`config.mk`:
```
export PLATFORM = sky130hd
export DESIGN_NAME = led_pattern_seq
export DESIGN_NICKNAME = d
export VERILOG_FILES = /design/src/rtl/led_pattern_seq.sv
export SDC_FILE = /design/constraint.sdc
export NUM_CORES = 1
export LEC_CHECK = 0
export ABC_AREA = 1
export BUFFER_PORTS_ARGS = -buffer_cell sky130_fd_sc_hd__clkbuf_2
export CORE_ASPECT_RATIO = 0.8
export CORE_MARGIN = 3
export CORE_UTILIZATION = 50
export CTS_CLUSTER_SIZE = 40
export DETAILED_ROUTE_END_ITERATION = 7
export HOLD_SLACK_MARGIN = 0.06
export PLACE_DENSITY_LB_ADDON = 0.25
export SLEW_MARGIN = 20
export SYNTH_ARGS = -nofsm -noshare
export SYNTH_HDL_FRONTEND = slang
export SYNTH_SLANG_ARGS = --single-unit
```
`constraint.sdc`:
```
create_clock -name CLK -period 4.5 [get_ports CLK]
set_input_delay 0.45 -clock CLK [delete_from_list [all_inputs] [get_ports CLK]]
set_output_delay 0.45 -clock CLK [all_outputs]
set_load 0.05 [all_outputs]
```
`src/rtl/led_pattern_seq.sv`:
```
// Pattern sequencer for an N_LED-wide LED bank: tick divider, four pattern modes,
// PWM brightness and selectable output polarity. Runs entirely in the CLK domain.
module led_pattern_seq #(
    parameter int N_LED      = 6,
    parameter int TICK_DIV   = 4000000,
    parameter int PWM_BITS   = 4,
    parameter bit ACTIVE_LOW = 1'b1
) (
    input  logic                CLK,
    input  logic                ARST,
    input  logic                EN,
    input  logic [1:0]          MODE,
    input  logic [PWM_BITS-1:0] BRIGHT,
    output logic                TICK,
    output logic [N_LED-1:0]    LED
);

    localparam int CNT_W = $clog2(TICK_DIV);
    localparam logic [CNT_W-1:0]    CNT_LAST = CNT_W'(TICK_DIV - 1);
    localparam logic [CNT_W-1:0]    CNT_ONE  = CNT_W'(1);
    localparam logic [PWM_BITS-1:0] PWM_ONE  = PWM_BITS'(1);
    localparam logic [N_LED-1:0]    PAT_ONE  = {{(N_LED-1){1'b0}}, 1'b1};
    localparam logic [N_LED-1:0]    LED_RST  = ACTIVE_LOW ? ~PAT_ONE : PAT_ONE;

    typedef enum logic {
        DIR_LEFT  = 1'b0,
        DIR_RIGHT = 1'b1
    } dir_t;

    typedef enum logic [1:0] {
        MODE_ROTL   = 2'd0,
        MODE_ROTR   = 2'd1,
        MODE_BOUNCE = 2'd2,
        MODE_COUNT  = 2'd3
    } mode_t;

    logic [CNT_W-1:0]    r_tick_cnt;
    logic [PWM_BITS-1:0] r_pwm_cnt;
    logic [N_LED-1:0]    r_pat;
    dir_t                r_dir;
    mode_t               r_mode;
    logic                r_tick;
    logic [N_LED-1:0]    r_led;

    logic [CNT_W-1:0]    w_tick_cnt_nxt;
    logic [N_LED-1:0]    w_pat_nxt;
    dir_t                w_dir_nxt;
    mode_t               w_mode_nxt;
    logic                w_mode_chg;
    logic                w_at_last;
    logic                w_step;
    logic                w_on;

    function automatic logic [N_LED-1:0] led_image(input logic [N_LED-1:0] lit);
        return ACTIVE_LOW ? ~lit : lit;
    endfunction

    // A mode change takes priority over a coincident step and restarts the divider.
    always_comb begin
        w_mode_chg = (mode_t'(MODE) != r_mode);
        w_at_last  = (r_tick_cnt == CNT_LAST);
        w_step     = EN && w_at_last && !w_mode_chg;
        w_on       = (BRIGHT == '1) || (r_pwm_cnt < BRIGHT);
    end

    always_comb begin
        w_tick_cnt_nxt = r_tick_cnt;
        w_pat_nxt      = r_pat;
        w_dir_nxt      = r_dir;
        w_mode_nxt     = r_mode;
        if (w_mode_chg) begin
            w_mode_nxt     = mode_t'(MODE);
            w_tick_cnt_nxt = '0;
            w_dir_nxt      = DIR_LEFT;
            w_pat_nxt      = (mode_t'(MODE) == MODE_COUNT) ? '0 : PAT_ONE;
        end else if (EN) begin
            w_tick_cnt_nxt = w_at_last ? '0 : r_tick_cnt + CNT_ONE;
            if (w_at_last) begin
                case (r_mode)
                    MODE_ROTL: w_pat_nxt = {r_pat[N_LED-2:0], r_pat[N_LED-1]};
                    MODE_ROTR: w_pat_nxt = {r_pat[0], r_pat[N_LED-1:1]};
                    MODE_BOUNCE: begin
                        // Reversing at an end moves away immediately, so end LEDs last one step.
                        if (r_dir == DIR_LEFT) begin
                            if (r_pat[N_LED-1]) begin
                                w_dir_nxt = DIR_RIGHT;
                                w_pat_nxt = r_pat >> 1;
                            end else begin
                                w_pat_nxt = r_pat << 1;
                            end
                        end else begin
                            if (r_pat[0]) begin
                                w_dir_nxt = DIR_LEFT;
                                w_pat_nxt = r_pat << 1;
                            end else begin
                                w_pat_nxt = r_pat >> 1;
                            end
                        end
                    end
                    MODE_COUNT: w_pat_nxt = r_pat + PAT_ONE;
                    default:    w_pat_nxt = r_pat;
                endcase
            end
        end
    end

    always_ff @(posedge CLK or posedge ARST) begin
        if (ARST) begin
            r_tick_cnt <= '0;
            r_pwm_cnt  <= '0;
            r_pat      <= PAT_ONE;
            r_dir      <= DIR_LEFT;
            r_mode     <= MODE_ROTL;
            r_tick     <= 1'b0;
            r_led      <= LED_RST;
        end else begin
            r_tick_cnt <= w_tick_cnt_nxt;
            r_pwm_cnt  <= r_pwm_cnt + PWM_ONE;
            r_pat      <= w_pat_nxt;
            r_dir      <= w_dir_nxt;
            r_mode     <= w_mode_nxt;
            r_tick     <= w_step;
            r_led      <= led_image(r_pat & {N_LED{w_on}});
        end
    end

    assign TICK = r_tick;
    assign LED  = r_led;

endmodule
```
==> results.cfg <==
[critical_path]
critical_path.endpoint_type = flop
critical_path_peak_fanout = 20
cp.buffers_inverters = 1
cp_data_arrival_time_ps = 2010
critical_path_required_ps = 4700
timing.critical_path.max_delay_family = simple AND/OR/NAND/NOR gates
slowest_cell_on_the_critical_path = sky130_fd_sc_hd__dfrtp_1
worst-setup-path-type = flop to flop
biggest_cell_delay_along_the_critical_path_ps = 370
crit_top_cell = sky130_fd_sc_hd__nand2_1
r2r_setup_slack_ps = 2680
critical_path.startpoint_type = flop
crit_path_cell_trace = ha_1 -> nand2_1 -> inv_1 -> nand2_2 -> nor2_4 -> nand4_2 -> nand2_2 -> nand2_1 -> nand2_1 -> nand2_1

[synth]
synthesis.instances = 358
most_used_standard_cells_in_the_synthesized_netlist = sky130_fd_sc_hd__nand2_1, sky130_fd_sc_hd__nor2_1, sky130_fd_sc_hd__inv_1
synth-async-reset-ratio_pct = 100
syn-num-nets = 374
seq_area_frac_synth_pct = 40.0
cell_with_the_most_instances_after_synthesis = sky130_fd_sc_hd__nand2_1
synth.lib_cells_used.distinct = 36
synth.avg_cell_area_um2 = 7.39
syn_area_um2 = 2650
ys_ff_latch = 42
synth_edf_count = 0
netlist_top_cells_area = sky130_fd_sc_hd__dfrtp_1, sky130_fd_sc_hd__nand2_1, sky130_fd_sc_hd__nor2_1, sky130_fd_sc_hd__dfstp_2, sky130_fd_sc_hd__inv_1
yosysTopAreaCell = sky130_fd_sc_hd__dfrtp_1
ys_warn_count = 0
synth_flop_cell = sky130_fd_sc_hd__dfrtp_1
synth_top_area_share_pct = 34.1

[grt]
grt_start_max_net_pins = 43
antenna_found_initial = 0
vias_in_the_first_global_route = 1977
grt_first_pass_wirelength_mm = 9.20
grt.total_usage_pct = 18.4
globalRouteOverflowTotal = 0

[timing]
rsz0062_at_grt = no
timing_worst_slew_pin_value_ps = 580
timing.setup.tns_ps = 0
layout_worst_path_cycle_share_pct = 40.3
slew_headroom_pct = 60.9
max_freq_mhz = 551
setup_violations = 0
period_minus_slack_ps = 1820
drv_slew = 0
final_hold_viol_count = 0
worst_hold_slack_ps = 250
timing.clock.skew_ps = 6.42

[clocking]
insertion_delay_of_the_later_clocked_pin_in_the_worst_skew_pair_ps = 300
clockRootBuffer = sky130_fd_sc_hd__clkbuf_8
cts_made_buffers = 5
cts_tree = done
post-cts-setup-buffers = 0
cts_num_sinks = 42
clkTransAtPathRegs_ps = 90
ctsLongestPathBuffers = 2
hold_buffers_post_cts = 0
postCtsResizedCells = 0
cts_htree_levels = 2

[final_layout]
areaGrowthSynthToFinish_pct = 6.95
fill_cells = 475
num_antenna_cells = 0
nets = 387
drive_above_1_share_pct = 14.2

[drt]
post_drt_wl_per_cell_um = 12.2
drt_first_pass_iters = 4
vias_per_cell = 5.26
antenna_left = 0
drt_wl_total_mm = 5.29
vias = 2285
drc_markers = 0
detailed_router_s_first_iteration_violation_count = 214

[status]
status = finished clean

[place]
weighted_congestion_at_the_end_of_routability_driven_global_placement = 0.952
buffer_ports.inserted = 15
hpwl_mm = 3.93

[die]
floorplan.die_area_um2 = 6200
area_of_the_core_um2 = 5060
floorplan.initialDensity_pct = 52.2
ios = 16
die_width_um = 87.3
floorplan.die.height_um = 71.1
rows = 23

[pwr]
pwr_density_cell_nw_per_um2 = 252
total_leakage_power_nw = 1.29
largest_voltage_drop_on_the_vdd_net_mv = 0.167

[hold_path]
min_path_type = input port to asynchronous set/reset pin

[job]
max-cap-violations = 0
-- metal layers --
metal / wire (um) / global-route usage [%] / vias up
li1: - / - / 1178
met1: 2810 / 29.0 / 1022
met2: 2060 / 26.1 / 81
met3: 383 / 3.84 / 4
met4: 39 / 3.75 / 0
met5: 0 / 0 / -
-- final timing paths --
kind / start / to / cells past startpoint
min in group CLK: MODE[1] / r_mode[1] / 1
hold reg to reg: r_pwm_cnt[0] / r_pwm_cnt[0] / 1
hold / removal: ARST / r_pwm_cnt[2] / 3
setup reg to reg: r_tick_cnt[1] / r_dir / 10
max in group asynchronous: ARST / r_pat[0] / 3
setup / recovery: r_tick_cnt[1] / r_dir / 10
-- cell usage in the layout, fill, tap and decap left out, drive strengths merged, types with 2 or more instances in the layout --
master,instances
clkbuf,20
a31oi,2
inv,43
o21bai,2
o21ai,21
xor2,4
nor3,10
ha,7
xnor2,4
nand3,28
dfrtp,36
a21oi,12
nor2,55
nand4,12
dfstp,6
nand2,103
-- cell type report --
type | count | area [um2] | area share, %
Clock inverter | 3 | 25.0 | 0.885
Multi-Input combinational cell | 264 | 1360 | 47.9
Timing Repair Buffer | 16 | 82.6 | 2.92
Inverter | 42 | 160 | 5.66
Tap cell | 62 | 77.6 | 2.74
Clock buffer | 5 | 68.8 | 2.43
Sequential cell | 42 | 1060 | 37.4
-- flip-flops by register name (all words and copies together), names as in the netlist --
name / count
r_tick_cnt: 22
r_dir: 1
TICK: 1
r_pat: 6
r_mode: 2
LED: 6
r_pwm_cnt: 4
-- kinds of logic (layout without fill, tap and decap cells) --
logic type / count (synthesis) / count (layout) / share of synthesized area [%]
DFF: 42 / 42 / 40.0
buffers and inverters: 52 / 66 / 8.70
xor gates and xnor gates: 8 / 8 / 3.36
AOI/OAI and AO/OA: 40 / 40 / 8.18
adders and majority gates: 7 / 7 / 3.31
and+or+nand+nor: 209 / 209 / 36.4
-- power breakdown --
group          internal (W)  switching [W]   total, W  leakage (nW)
Combinational     0.0000205      0.0000531  0.0000736         0.689
Clock              0.000112       0.000137   0.000249        0.0447
Sequential         0.000384     0.00000757   0.000391         0.555
Total              0.000516       0.000197   0.000713          1.29
-- per-stage QoR --
| step | setup WS, ps | power [W] | instances | area (um2) | util [%] |
|---|---|---|---|---|---|
| floorplan | 3020 | 0.000457 | 358 | 2650 | - |
| detailed placement | 2680 | 0.000472 | 426 | 2740 | 54.0 |
| CTS | 2660 | 0.000722 | 434 | 2830 | 55.9 |
| finish | 2680 | 0.000713 | 434 | 2830 | 55.9 |
| global route | 2520 | 0.000748 | 434 | 2830 | 55.9 |
| global placement | 2750 | 0.000472 | 426 | 2740 | 54.0 |
-- tightest hold or removal path, stage by stage --
cell and delay, ps:
sky130_fd_sc_hd__clkbuf_2 80, sky130_fd_sc_hd__inv_1 40, sky130_fd_sc_hd__buf_4 430
Power figures use the tool's default switching activity.
